$ cat src/rtl/sweep_burst_scheduler_pkg.sv
`default_nettype none
// ============================================================================
// Module      : sweep_burst_scheduler_pkg
// Description : Shared definitions for the sweep burst scheduler, the
//               square-wave/DA sweep generator and the control front end.
//               - sbs_state_t : scheduler state encoding (IDLE/BURST/GAP/DONE)
//               - c_DEF_*     : default sweep and timing constants
// Revision    : 1.0 - initial release
// ============================================================================
package sweep_burst_scheduler_pkg;

    typedef enum logic [1:0] {
        IDLE  = 2'd0,
        BURST = 2'd1,
        GAP   = 2'd2,
        DONE  = 2'd3
    } sbs_state_t;

    localparam int unsigned c_DEF_DIV_MIN       = 54;
    localparam int unsigned c_DEF_DIV_STEP      = 54;
    localparam int unsigned c_DEF_DIV_MAX       = 5400;
    localparam int unsigned c_DEF_BURST_PERIODS = 10000;
    localparam int unsigned c_DEF_GAP_CYCLES    = 65535;
    localparam int          c_DEF_CNT_W         = 32;

endpackage : sweep_burst_scheduler_pkg
`default_nettype wire

$ cat src/rtl/sweep_burst_scheduler.sv
`default_nettype none
// ============================================================================
// Module      : sweep_burst_scheduler
// Description : Runs the sweep generator through repeated frequency-sweep
//               bursts separated by silent gaps, and counts bursts.
// Ports       :
//   Sys_Clock       in   system clock, rising edge
//   nReset          in   asynchronous active-low reset
//   Start           in   begin a run (accepted only in IDLE)
//   Stop            in   abort a run (any non-IDLE state)
//   Num_Bursts      in   bursts per run, 0 = continuous (latched on Start)
//   Gen_Period_Done in   one pulse per completed generator output period
//   Gen_Enable      out  generator enable, high only in BURST
//   Gen_Half_Div    out  current half-period divider
//   Busy            out  high in BURST, GAP and DONE
//   Burst_Index     out  completed bursts in the current run
//   Done            out  one-cycle pulse when a finite run completes
// Revision    : 1.0 - initial release
// ============================================================================
module sweep_burst_scheduler
    import sweep_burst_scheduler_pkg::*;
#(
    parameter int unsigned DIV_MIN       = c_DEF_DIV_MIN,
    parameter int unsigned DIV_STEP      = c_DEF_DIV_STEP,
    parameter int unsigned DIV_MAX       = c_DEF_DIV_MAX,
    parameter int unsigned BURST_PERIODS = c_DEF_BURST_PERIODS,
    parameter int unsigned GAP_CYCLES    = c_DEF_GAP_CYCLES,
    parameter int          CNT_W         = c_DEF_CNT_W
) (
    input  logic             Sys_Clock,
    input  logic             nReset,
    input  logic             Start,
    input  logic             Stop,
    input  logic [15:0]      Num_Bursts,
    input  logic             Gen_Period_Done,
    output logic             Gen_Enable,
    output logic [CNT_W-1:0] Gen_Half_Div,
    output logic             Busy,
    output logic [15:0]      Burst_Index,
    output logic             Done
);

    localparam logic [CNT_W-1:0] c_DIV_MIN    = CNT_W'(DIV_MIN);
    // Divider arithmetic is one bit wider so a wrapping step still reads as
    // exceeding the limit.
    localparam logic [CNT_W:0]   c_DIV_STEP_X = (CNT_W+1)'(DIV_STEP);
    localparam logic [CNT_W:0]   c_DIV_MAX_X  = (CNT_W+1)'(DIV_MAX);
    localparam logic [CNT_W-1:0] c_PERIODS    = CNT_W'(BURST_PERIODS);
    localparam logic [CNT_W-1:0] c_GAP_LAST   = CNT_W'(GAP_CYCLES - 1);

    sbs_state_t       r_state;
    logic [15:0]      r_num_bursts;
    logic [CNT_W-1:0] r_period_cnt;
    logic [CNT_W-1:0] r_gap_cnt;

    logic [CNT_W:0]   w_next_div;
    logic [CNT_W-1:0] w_period_nxt;
    logic [15:0]      w_idx_nxt;
    logic             w_burst_end;
    logic             w_run_done;

    always_comb begin
        w_next_div   = {1'b0, Gen_Half_Div} + c_DIV_STEP_X;
        w_period_nxt = r_period_cnt + 1'b1;
        w_idx_nxt    = Burst_Index + 16'd1;
        w_burst_end  = (w_period_nxt == c_PERIODS) || (w_next_div > c_DIV_MAX_X);
        w_run_done   = (r_num_bursts != 16'd0) && (w_idx_nxt == r_num_bursts);
    end

    always_ff @(posedge Sys_Clock or negedge nReset) begin
        if (!nReset) begin
            r_state      <= IDLE;
            r_num_bursts <= '0;
            r_period_cnt <= '0;
            r_gap_cnt    <= '0;
            Gen_Enable   <= 1'b0;
            Gen_Half_Div <= c_DIV_MIN;
            Busy         <= 1'b0;
            Burst_Index  <= '0;
            Done         <= 1'b0;
        end else begin
            Done <= 1'b0;
            // Stop outranks everything once a run is active; the common abort
            // path leaves Burst_Index untouched and never pulses Done.
            if (r_state != IDLE && Stop) begin
                r_state      <= IDLE;
                Gen_Enable   <= 1'b0;
                Busy         <= 1'b0;
                Gen_Half_Div <= c_DIV_MIN;
            end else begin
                case (r_state)
                    IDLE: begin
                        if (Start) begin
                            r_num_bursts <= Num_Bursts;
                            Burst_Index  <= '0;
                            r_period_cnt <= '0;
                            Gen_Half_Div <= c_DIV_MIN;
                            Gen_Enable   <= 1'b1;
                            Busy         <= 1'b1;
                            r_state      <= BURST;
                        end
                    end
                    BURST: begin
                        if (Gen_Period_Done) begin
                            if (w_burst_end) begin
                                // Divider is left at the last swept value.
                                Burst_Index <= w_idx_nxt;
                                Gen_Enable  <= 1'b0;
                                if (w_run_done) begin
                                    Done    <= 1'b1;
                                    r_state <= DONE;
                                end else begin
                                    r_gap_cnt <= '0;
                                    r_state   <= GAP;
                                end
                            end else begin
                                r_period_cnt <= w_period_nxt;
                                Gen_Half_Div <= w_next_div[CNT_W-1:0];
                            end
                        end
                    end
                    GAP: begin
                        r_gap_cnt <= r_gap_cnt + 1'b1;
                        if (r_gap_cnt == c_GAP_LAST) begin
                            Gen_Half_Div <= c_DIV_MIN;
                            r_period_cnt <= '0;
                            Gen_Enable   <= 1'b1;
                            r_state      <= BURST;
                        end
                    end
                    DONE: begin
                        Busy    <= 1'b0;
                        r_state <= IDLE;
                    end
                    default: begin
                        Gen_Enable <= 1'b0;
                        Busy       <= 1'b0;
                        r_state    <= IDLE;
                    end
                endcase
            end
        end
    end

endmodule : sweep_burst_scheduler
`default_nettype wire

$ cat config.mk
export PLATFORM = sky130hd
export DESIGN_NAME = sweep_burst_scheduler
export DESIGN_NICKNAME = d
export VERILOG_FILES = /design/src/rtl/sweep_burst_scheduler_pkg.sv /design/src/rtl/sweep_burst_scheduler.sv
export SDC_FILE = /design/constraint.sdc
export NUM_CORES = 1
export LEC_CHECK = 0
export ABC_AREA = 1
export BUFFER_PORTS_ARGS = -buffer_cell sky130_fd_sc_hd__clkbuf_2
export CORE_ASPECT_RATIO = 0.5
export CORE_MARGIN = 1
export CORE_UTILIZATION = 35
export CTS_CLUSTER_DIAMETER = 30
export CTS_CLUSTER_SIZE = 20
export DETAILED_ROUTE_END_ITERATION = 10
export RECOVER_POWER = 25
export SETUP_SLACK_MARGIN = 0.3
export SLEW_MARGIN = 20
export SYNTH_ARGS = -nofsm -noshare
export SYNTH_HDL_FRONTEND = slang
export SYNTH_SLANG_ARGS = --single-unit
$ cat constraint.sdc
create_clock -name Sys_Clock -period 6.57 [get_ports Sys_Clock]
set_clock_uncertainty 0.05 [all_clocks]
set_input_delay 0.9855 -clock Sys_Clock [delete_from_list [all_inputs] [get_ports Sys_Clock]]
set_output_delay 0.9855 -clock Sys_Clock [all_outputs]
set_load 0.05 [all_outputs]
==> impl_metrics.csv, run 1 <==
group,metric,value,unit
status,run_status,"finished with violations",
status,failing_checks,"capacitance limit, slew limit",
timing,max_freq,232,MHz
timing,tightest_slew,3.87,ns
grt,grt_start_max_net_pins,71,
grt,globalRoute.totalOverflow,0,
clock_network,cts_buffers,17,
setup_path,worstPathCellList,"clkbuf_1 > buf_4",
drt,avgViaCountPerCell,4.83,
placed_design,dp_hpwl,17800,µm
final_layout,num-nets-final,1508,
setup_path,worst_ep_arrival_time,4.71,ns
logic_synthesis,ys_warn_count,0,
clock_network,insertion_delay,0.43,ns
drt,route.final.wire_length,24500,µm
logic_synthesis,synth_area,9510,µm²
logic_synthesis,synth-xor-area-share,5.39,%
setup_path,timing.setup.critical_path_class,"in -> async",
logic_synthesis,synthesis.nets,1454,
logic_synthesis,synth_seq_cells,132,
timing,layout_worst_path_cycle_share,65.5,%
power_and_ir_drop,power_density,268,nW/µm²
timing,timing.final.setup_violations,0,
final_layout,layout-drive-gt1-share,14.3,%
floorplanning,dieWidth,235,µm
clock_network,ctsHtreeMaxLevel,4,
grt,grt_pass1_vias,8382,
power_and_ir_drop,totalPowerFinal,2.87,mW
clock_network,cts.root.buffer_cell,"sky130_fd_sc_hd__clkbuf_16",
logic_synthesis,count_of_flip_flops_with_a_built_in_enable_after_synthesis,0,
logic_synthesis,synth_async_sr_flop_share,100,%
drt,drc_errors_left,0,
logic_synthesis,netlist.area_leader.share,33.7,%
clock_network,holdBufCountCts,0,
logic_synthesis,synth_simple_gate_area_share,43.9,%
clock_network,clockBufferDepth,2,
drt,postRouteAntennaNets,0,
grt,antenna_found_initial,0,
clock_network,cts_tree,"done",
setup_path,critical-path-max-stage-delay,2.66,ns
power_and_ir_drop,p_leak,4.76,nW
power_and_ir_drop,switchingPower,1.15,mW
logic_synthesis,synth_seq_area_share,34.8,%
placed_design,io_buffers,70,
logic_synthesis,synthesized_area_fraction_occupied_by_adder_cells,0.789,%
setup_path,critical_path.slowest_cell,"sky130_fd_sc_hd__clkbuf_1",
power_and_ir_drop,irDropWorstVdd,217,µV
timing,min_period,4.31,ns
timing,rsz0062_at_grt,"no",
timing,timing.max_slew.rel_slack,-158,%
grt,global_route_wire_length_before_repair,41700,µm
logic_synthesis,post_synth_main_area_contributors,"sky130_fd_sc_hd__dfrtp_1, sky130_fd_sc_hd__nand2_1, sky130_fd_sc_hd__nor2_1",
power_and_ir_drop,netSwitchingFraction,40.2,%
logic_synthesis,postSynthCellCount,1427,
logic_synthesis,syn-mean-instance-area,6.66,µm²
final_layout,design_area,10700,µm²
timing,final.hold.worst_slack,0.445,ns
final_layout,instances_no_fill,1846,
logic_synthesis,largest_area_contributor_in_the_netlist,"sky130_fd_sc_hd__dfrtp_1",
logic_synthesis,dominant_combinational_cell_family_by_area_after_synthesis,"simple AND/OR/NAND/NOR gates",
setup_path,worstSetupStartpointType,"primary input",
timing,timing_max_transition_violations_final,71,
clock_network,clk_pin_slew,0.06,ns
placed_design,post_dp_cell_area,10100,µm²
floorplanning,start_util,35.8,%
clock_network,cts.sink_count,132,
logic_synthesis,synth_top_flop_cell,"sky130_fd_sc_hd__dfrtp_1",
flow_run,drv.max_cap_violation_count,1,
setup_path,timing.critical_path.required,6.98,ns
floorplanning,ioPinCount,72,
logic_synthesis,synth_compound_gate_area_share,6.20,%
drt,drt_iter0_markers,637,
setup_path,endpoint_kind,"asynchronous set/reset pin",
clock_network,cts_resized,0,
min_path,hold_path_class,"reg -> reg",
setup_path,critical_path_peak_fanout,70,
timing,finalSetupTns,0,ns
final_layout,insertedDiodeCount,0,
power_and_ir_drop,internal_power,1.71,mW
final_layout,syn2layout_area_growth,12.4,%
power_and_ir_drop,share_clk_of_total_power,34.5,%
floorplanning,die_h,119,µm
logic_synthesis,yosys.cell_types.count,43,
drt,vias_after_detailed_routing,8921,
timing,report.final.hold_viol_count,0,
setup_path,cp_num_buf_inv,2,
drt,detail_route.wl_per_cell,13.3,µm
logic_synthesis,yosys-mux-area-fraction,0.237,%
power_and_ir_drop,power_frac_seq,35.4,%
drt,firstDrtPassIters,5,
power_and_ir_drop,power.combinational.fraction,30.1,%
floorplanning,num_rows,42,
clock_network,postCtsSetupBuffers,0,
placed_design,dp_cells,1814,
grt,global_route.usage.total,18.3,%
placed_design,gp_congestion,0.886,
floorplanning,die-area,27900,µm²
setup_path,cp_top_family,"buffers and inverters",
floorplanning,design.core.area,26500,µm²
path summary, 6_finish.rpt:
check                           startpoint               end  slack, ns  cells past startpoint
max in group Sys_Clock     r_period_cnt[0]      r_gap_cnt[3]       2.94                     16
min in group asynchronous           nReset  Gen_Half_Div[29]       1.83                      1
setup reg to reg           r_period_cnt[0]      r_gap_cnt[3]       2.94                     16
hold / removal                  Gen_Enable        Gen_Enable       0.45                      2
setup / recovery                    nReset   r_period_cnt[8]       2.26                      2
hold reg to reg                 Gen_Enable        Gen_Enable       0.45                      2
metal layers:
metal,vias up,GRT usage [%],routed length (µm)
met3,26,2.97,798
met5,-,0,0
met4,0,5.55,318
met2,120,29.6,11100
met1,4145,25.2,12300
li1,4630,-,-
power by group through the flow:
stage	Combinational, mW	Clock [mW]	Sequential, mW
floorplan	0.660	0	1.08
global placement	0.874	0	1.03
detailed placement	0.874	0	1.03
CTS	0.875	1.01	1.01
global route	0.966	1.04	1.03
finish	0.863	0.989	1.01
final cells by class:
type                       count  area, µm²
clock buffer                  22        484
tap                          352        440
clock inverter                10        124
sequential                   132       3310
inverter                     149        562
fill                        2765      15900
timing repair buffer          75        383
multi-input combinational   1106       5390
placed cells by master (no fill, tap or decap), types with 2 or more instances in the layout:
cell and count:
sky130_fd_sc_hd__nand2_1 479, sky130_fd_sc_hd__nor2_1 221, sky130_fd_sc_hd__inv_1 145, sky130_fd_sc_hd__dfrtp_1 128, sky130_fd_sc_hd__nand3_1 99, sky130_fd_sc_hd__clkbuf_2 69
sky130_fd_sc_hd__nand4_1 61, sky130_fd_sc_hd__o21ai_2 42, sky130_fd_sc_hd__xor2_1 38, sky130_fd_sc_hd__nor3_1 22, sky130_fd_sc_hd__nor2_2 20, sky130_fd_sc_hd__nand2_2 19
sky130_fd_sc_hd__a21oi_1 19, sky130_fd_sc_hd__xnor2_1 18, sky130_fd_sc_hd__clkbuf_16 17, sky130_fd_sc_hd__nor4_1 15, sky130_fd_sc_hd__o21ai_0 7, sky130_fd_sc_hd__o21bai_1 6
sky130_fd_sc_hd__ha_1 6, sky130_fd_sc_hd__o21ai_1 5, sky130_fd_sc_hd__nand2_4 5, sky130_fd_sc_hd__nor2_4 5, sky130_fd_sc_hd__clkinvlp_4 5, sky130_fd_sc_hd__dfstp_2 4
sky130_fd_sc_hd__or2_2 4, sky130_fd_sc_hd__clkbuf_8 4, sky130_fd_sc_hd__buf_4 4, sky130_fd_sc_hd__clkinv_4 3, sky130_fd_sc_hd__clkbuf_1 3, sky130_fd_sc_hd__inv_2 2
sky130_fd_sc_hd__nand3_2 2, sky130_fd_sc_hd__nand4_4 2, sky130_fd_sc_hd__mux2_2 2, sky130_fd_sc_hd__bufinv_16 2
cells in the mapped netlist, types with 4 or more instances:
cell type and number:
sky130_fd_sc_hd__xor2_1 38, sky130_fd_sc_hd__or2_2 4, sky130_fd_sc_hd__nand2_4 5, sky130_fd_sc_hd__buf_4 5, sky130_fd_sc_hd__nand2_2 19, sky130_fd_sc_hd__ha_1 6, sky130_fd_sc_hd__o21ai_2 42, sky130_fd_sc_hd__clkbuf_1 14
sky130_fd_sc_hd__dfrtp_1 128, sky130_fd_sc_hd__o21ai_1 5, sky130_fd_sc_hd__nand4_1 61, sky130_fd_sc_hd__dfstp_2 4, sky130_fd_sc_hd__nor2_2 21, sky130_fd_sc_hd__buf_2 11, sky130_fd_sc_hd__buf_6 8, sky130_fd_sc_hd__nor2_1 221
sky130_fd_sc_hd__nand3_1 99, sky130_fd_sc_hd__o21ai_0 7, sky130_fd_sc_hd__nor3_1 22, sky130_fd_sc_hd__o21bai_1 6, sky130_fd_sc_hd__nor4_1 15, sky130_fd_sc_hd__xnor2_1 18, sky130_fd_sc_hd__inv_1 145, sky130_fd_sc_hd__nor2_4 4
sky130_fd_sc_hd__a21oi_1 19, sky130_fd_sc_hd__nand2_1 479
kinds of logic (layout without fill, tap and decap cells):
family,after synthesis,in the layout
compound gates,82,82
xor+xnor,57,57
fa+ha+maj,6,6
buf+inv,189,256
flops,132,132
mux,2,2
other cells,1,1
simple gates,958,958
stage by stage:
stage / worst slack (ns) / util (%)
2_1_floorplan: 3.65 / -
3_3_place_gp: 2.98 / 38.0
3_5_place_dp: 2.93 / 38.0
4_1_cts: 2.92 / 40.3
5_1_grt: 1.35 / 40.3
6_report: 2.26 / 40.3
flip-flops by register name (all words and copies together) (netlist names):
register,cells
Burst_Index,16
Gen_Enable,1
r_state,2
r_period_cnt,32
r_gap_cnt,32
Done,1
r_num_bursts,16
Busy,1
Gen_Half_Div,31
(Power assumes the default switching activity.)
==> inputs of run 2 (changes only) <==
- clock period: 6.57 -> 3.7 ns (I/O delays scaled with it)
==> impl_metrics.csv, run 2 (synthesis gave the netlist of run 1 again) <==
group,metric,value,unit
grt,global_route.usage.total,18.4,%
setup_path,timing.critical_path.required,3.96,ns
floorplanning,dieWidth,235,µm
clock_network,cts_resized,0,
grt,grt_start_max_net_pins,65,
clock_network,cts.sink_count,132,
min_path,hold-path-cell-count,2,
clock_network,clockBufferDepth,2,
setup_path,worstReg2RegEnd,"r_period_cnt[0]",
setup_path,timing.reg2reg.worst_path_depth,20,
timing,layout_worst_path_cycle_share,82.2,%
clock_network,clk_pin_slew,0.06,ns
final_layout,insertedDiodeCount,0,
final_layout,num-nets-final,1511,
floorplanning,ioPinCount,72,
min_path,hold_path_class,"in -> reg",
placed_design,dp_hpwl,18000,µm
final_layout,commonest_cells_after_routing_fill_and_taps_aside,"sky130_fd_sc_hd__nand2_1, sky130_fd_sc_hd__nor2_1, sky130_fd_sc_hd__inv_1",
setup_path,reg2reg_slack,0.66,ns
setup_path,cp_num_buf_inv,3,
drt,vias_after_detailed_routing,8828,
final_layout,biggestRegsByFlops,"r_gap_cnt: 32 flops, r_period_cnt: 32 flops, Gen_Half_Div: 31 flops",
flow_run,drv.max_cap_violation_count,1,
clock_network,holdBufCountCts,0,
setup_path,worstSetupStartpointType,"flip-flop",
clock_network,postCtsSetupBuffers,0,
grt,busiest_layer,"met2",
timing,report.final.hold_viol_count,0,
floorplanning,die-area,27900,µm²
setup_path,critical_path.slowest_cell,"sky130_fd_sc_hd__dfstp_2",
drt,avgViaCountPerCell,4.77,
setup_path,critical-path-max-stage-delay,0.58,ns
grt,global_route_wire_length_before_repair,41900,µm
timing,timing_max_transition_violations_final,64,
timing,timing.final.setup_violations,0,
setup_path,endpoint_kind,"flip-flop",
setup_path,reg2reg_from,"Gen_Half_Div[1]",
drt,firstDrtPassIters,5,
power_and_ir_drop,irDropWorstVdd,340,µV
clock_network,insertion_delay,0.43,ns
min_path,hold_path_startpoint,"Num_Bursts[10]",
floorplanning,design.core.area,26500,µm²
final_layout,layout-drive-gt1-share,14.3,%
timing,rsz0062_at_grt,"no",
final_layout,mostFrequentLayoutCell,"sky130_fd_sc_hd__nand2_1",
clock_network,ctsHtreeMaxLevel,4,
timing,min_period,3.04,ns
timing,final.hold.worst_slack,0.302,ns
drt,postRouteAntennaNets,0,
grt,grt_use_met1,25.7,%
timing,finalSetupTns,0,ns
placed_design,io_buffers,70,
power_and_ir_drop,power_density,487,nW/µm²
setup_path,worst_ep_arrival_time,3.31,ns
setup_path,cp_top_family,"simple AND/OR/NAND/NOR gates",
drt,route.final.wire_length,24400,µm
final_layout,design_area,10800,µm²
placed_design,gp_congestion,0.891,
clock_network,cts_tree,"done",
final_layout,final.fill_count,2774,
timing,timing.max_slew.rel_slack,-8.20,%
drt,detail_route.wl_per_cell,13.2,µm
floorplanning,num_rows,42,
floorplanning,start_util,35.8,%
grt,globalRoute.totalOverflow,0,
timing,max_freq,329,MHz
power_and_ir_drop,p_leak,4.82,nW
setup_path,critical-path-top-cell-by-count,"sky130_fd_sc_hd__nand2_2",
placed_design,post_dp_cell_area,10100,µm²
drt,drc_errors_left,0,
final_layout,syn2layout_area_growth,13.4,%
setup_path,critical_path_peak_fanout,64,
setup_path,worstPathCellList,"inv_1 > ha_1 > inv_1 > nand2_2 > nand2_4 > nand2_2 > nor2_4 > nand2_2 > nor2_1 > nand2_1 > a21oi_1 > nand3_1 > nor2_4 > and2_4 > nand2_4 > nand2_2 > nand2_4 > buf_12 > nand2_1 > o21ai_2",
timing,tightest_slew,1.62,ns
min_path,hold_end,"r_num_bursts[10]",
setup_path,timing.setup.critical_path_class,"reg -> reg",
grt,global_route.usage.met2,29.1,%
grt,gr-usage-met3,3.08,%
grt,grt_pass1_vias,8493,
floorplanning,die_h,119,µm
status,failing_checks,"capacitance limit, slew limit",
clock_network,cts.root.buffer_cell,"sky130_fd_sc_hd__clkbuf_16",
status,run_status,"finished with violations",
grt,antenna_found_initial,0,
drt,drt_iter0_markers,698,
clock_network,cts_buffers,17,
-- run 2: changes by cell type in the layout (fill, tap and decap cells not counted), moves of 2 or more --
cell,change
sky130_fd_sc_hd__clkbuf_2,+2
sky130_fd_sc_hd__bufinv_16,+2
sky130_fd_sc_hd__clkinvlp_4,-4
sky130_fd_sc_hd__clkbuf_1,+2
-- run 2: final cells by class --
cell class / instances / area, µm² / area share [%]
timing repair buffer: 78 / 420 / 3.90
tap: 352 / 440 / 4.08
multi-input combinational: 1106 / 5410 / 50.1
sequential: 132 / 3310 / 30.7
clock inverter: 7 / 145 / 1.35
clock buffer: 25 / 495 / 4.59
inverter: 149 / 572 / 5.30
-- run 2: power breakdown --
part / switching (mW) / internal (mW)
registers: 0.186 / 1.61
logic: 1.18 / 0.405
clock network: 0.666 / 1.20
-- run 2: layer usage --
| layer | wire length (µm) | vias up |
|---|---|---|
| li1 | - | 4634 |
| met1 | 12100 | 4038 |
| met2 | 11000 | 126 |
| met3 | 916 | 30 |
| met4 | 381 | 0 |
| met5 | 0 | - |
-- run 2: stage by stage --
stage               util (%)  power [mW]  setup slack (ns)  std cells
finish                  40.7        5.25             0.658       1849
global route            40.7        5.55             0.305       1849
CTS                     40.6        5.27             0.432       1849
detailed placement      38.2        3.39             0.450       1817
global placement        38.2        3.39             0.525       1817
floorplan                  -        3.10             0.777       1427
-- run 2: worst max-delay path by stage --
stage,start,endpoint,slack [ns],cells past startpoint
2_1_floorplan,Gen_Half_Div[1],Gen_Half_Div[24],0.78,20
6_report,Gen_Half_Div[1],r_period_cnt[0],0.66,20
4_1_cts,Gen_Half_Div[1],Gen_Half_Div[17],0.43,19
3_3_place_gp,Gen_Half_Div[1],Gen_Half_Div[31],0.53,19
3_5_place_dp,Gen_Half_Div[1],Gen_Half_Div[13],0.45,21
5_1_grt,r_period_cnt[0],Burst_Index[3],0.31,18
==> inputs of run 3 (changes only) <==
- clock period: 3.7 -> 2.9 ns (I/O delays scaled with it)
==> impl_metrics.csv, run 3 (synthesis gave the netlist of run 1 again) <==
group,metric,value,unit
final_layout,syn2layout_area_growth,20.2,%
setup_path,worstPathCellList,"inv_4 > ha_4 > inv_2 > nand2_2 > nand2_4 > nand2_4 > nor2_4 > nand2_2 > o21ai_2 > nand3_1 > nor2_1 > nand2_1 > nor2_4 > and2_4 > nand2_4 > nand2_4 > buf_6 > nor2_4 > clkbuf_16 > nand2_1 > nand2_1",
drt,drt_iter0_markers,680,
floorplanning,dieWidth,235,µm
placed_design,gp_congestion,0.929,
timing,tightest_slew,2.02,ns
grt,grt_pass1_vias,8698,
clock_network,clk_pin_slew,0.06,ns
status,failing_checks,"capacitance limit, slew limit",
setup_path,timing.setup.critical_path_class,"reg -> reg",
final_layout,biggestRegsByFlops,"r_gap_cnt: 32 flops, r_period_cnt: 32 flops, Gen_Half_Div: 31 flops",
clock_network,holdBufCountCts,0,
floorplanning,num_rows,42,
status,run_status,"finished with violations",
clock_network,cts_buffers,17,
flow_run,drv.max_cap_violation_count,1,
floorplanning,die-area,27900,µm²
setup_path,cp_top_family,"simple AND/OR/NAND/NOR gates",
timing,report.final.hold_viol_count,0,
final_layout,insertedDiodeCount,0,
setup_path,worst_ep_arrival_time,3.18,ns
clock_network,insertion_delay,0.44,ns
grt,globalRoute.totalOverflow,0,
setup_path,worstSetupStartpointType,"flip-flop",
grt,grt_start_max_net_pins,78,
timing,rsz0062_at_grt,"yes",
clock_network,cts.root.buffer_cell,"sky130_fd_sc_hd__clkbuf_16",
drt,avgViaCountPerCell,4.87,
min_path,hold_path_class,"in -> reg",
clock_network,ctsHtreeMaxLevel,4,
timing,final.hold.worst_slack,0.179,ns
clock_network,cts_tree,"done",
floorplanning,ioPinCount,72,
drt,firstDrtPassIters,7,
grt,global_route.usage.total,19.2,%
power_and_ir_drop,irDropWorstVdd,499,µV
drt,postRouteAntennaNets,0,
placed_design,dp_hpwl,18500,µm
setup_path,endpoint_kind,"flip-flop",
clock_network,cts.sink_count,132,
power_and_ir_drop,power_density,622,nW/µm²
timing,timing.final.setup_violations,0,
setup_path,critical_path.slowest_cell,"sky130_fd_sc_hd__dfstp_4",
timing,min_period,2.90,ns
setup_path,critical-path-max-stage-delay,0.63,ns
setup_path,cp_num_buf_inv,4,
drt,vias_after_detailed_routing,9254,
final_layout,mostFrequentLayoutCell,"sky130_fd_sc_hd__nand2_1",
clock_network,clockBufferDepth,2,
timing,finalSetupTns,0,ns
final_layout,fin_util,43.1,%
setup_path,timing.critical_path.required,3.18,ns
drt,drc_errors_left,0,
floorplanning,start_util,35.8,%
timing,max_freq,345,MHz
final_layout,layout-drive-gt1-share,20.6,%
grt,antenna_found_initial,0,
power_and_ir_drop,totalPowerFinal,7.11,mW
floorplanning,design.core.area,26500,µm²
grt,global_route_wire_length_before_repair,43500,µm
drt,route.final.wire_length,25700,µm
final_layout,instances_no_fill,1900,
placed_design,io_buffers,70,
setup_path,critical-path-top-cell-by-count,"sky130_fd_sc_hd__nand2_4",
final_layout,commonest_cells_after_routing_fill_and_taps_aside,"sky130_fd_sc_hd__nand2_1, sky130_fd_sc_hd__nor2_1, sky130_fd_sc_hd__inv_1",
final_layout,num-nets-final,1562,
setup_path,critical_path_peak_fanout,6,
timing,timing_max_transition_violations_final,77,
drt,detail_route.wl_per_cell,13.5,µm
timing,timing.max_slew.rel_slack,-34.4,%
floorplanning,die_h,119,µm
power_and_ir_drop,p_leak,5.10,nW
timing,layout_worst_path_cycle_share,100,%
placed_design,dp_cells,1852,
[run 3: timing repair]
action | in CTS | in global routing
pin swaps | 11 | 15
setup buffers | 8 | 3
gates cloned | 3 | 2
gates resized for setup | 17 | 38
setup endpoints to repair | 115 | 115
[run 3: final timing paths]
check	from	endpoint	slack, ns	cells after the start
setup / recovery	Gen_Half_Div[1]	Burst_Index[6]	0.0009	21
hold / removal	Num_Bursts[11]	r_num_bursts[11]	0.18	2
setup reg to reg	Gen_Half_Div[1]	Burst_Index[6]	0.0009	21
hold reg to reg	Gen_Enable	Gen_Enable	0.43	2
max in group asynchronous	nReset	Burst_Index[9]	1.08	1
min in group asynchronous	nReset	Gen_Half_Div[26]	0.50	1
[run 3: worst register-to-register path: cells and delay by family, from the launching register on]
family                   cells  cell delay, ns
AND/OR/NAND/NOR             15            1.48
flip-flops                   1            0.63
buffers and inverters        4            0.35
adder cells (fa/ha/maj)      1            0.15
AO/OA/AOI/OAI                1            0.12
[run 3: metal layers]
layer	wire, µm	GRT usage, %
met4	334	5.10
met5	0	0
met3	1060	3.20
met1	12600	26.6
met2	11700	31.0
[run 3: cell type report]
cell class	instances	area, µm²
clock inverters	12	154
repair buffers	126	900
well taps	352	440
multi-input cells	1109	5600
fillers	2731	15100
clock buffers	20	447
inverters	149	574
flip-flops and latches	132	3310
[run 3: metrics by stage]
step | setup slack [ns] | cell area (µm²)
4_1_cts | 0.0196 | 11300
5_1_grt | -0.166 | 11400
3_3_place_gp | 0.00380 | 10500
2_1_floorplan | 0.0850 | 9630
6_report | 0.000918 | 11400
3_5_place_dp | -0.0505 | 10500
[run 3: report_power, final]
group	switching, mW	internal [mW]
logic	1.73	0.867
registers	0.200	2.06
clock network	0.878	1.37
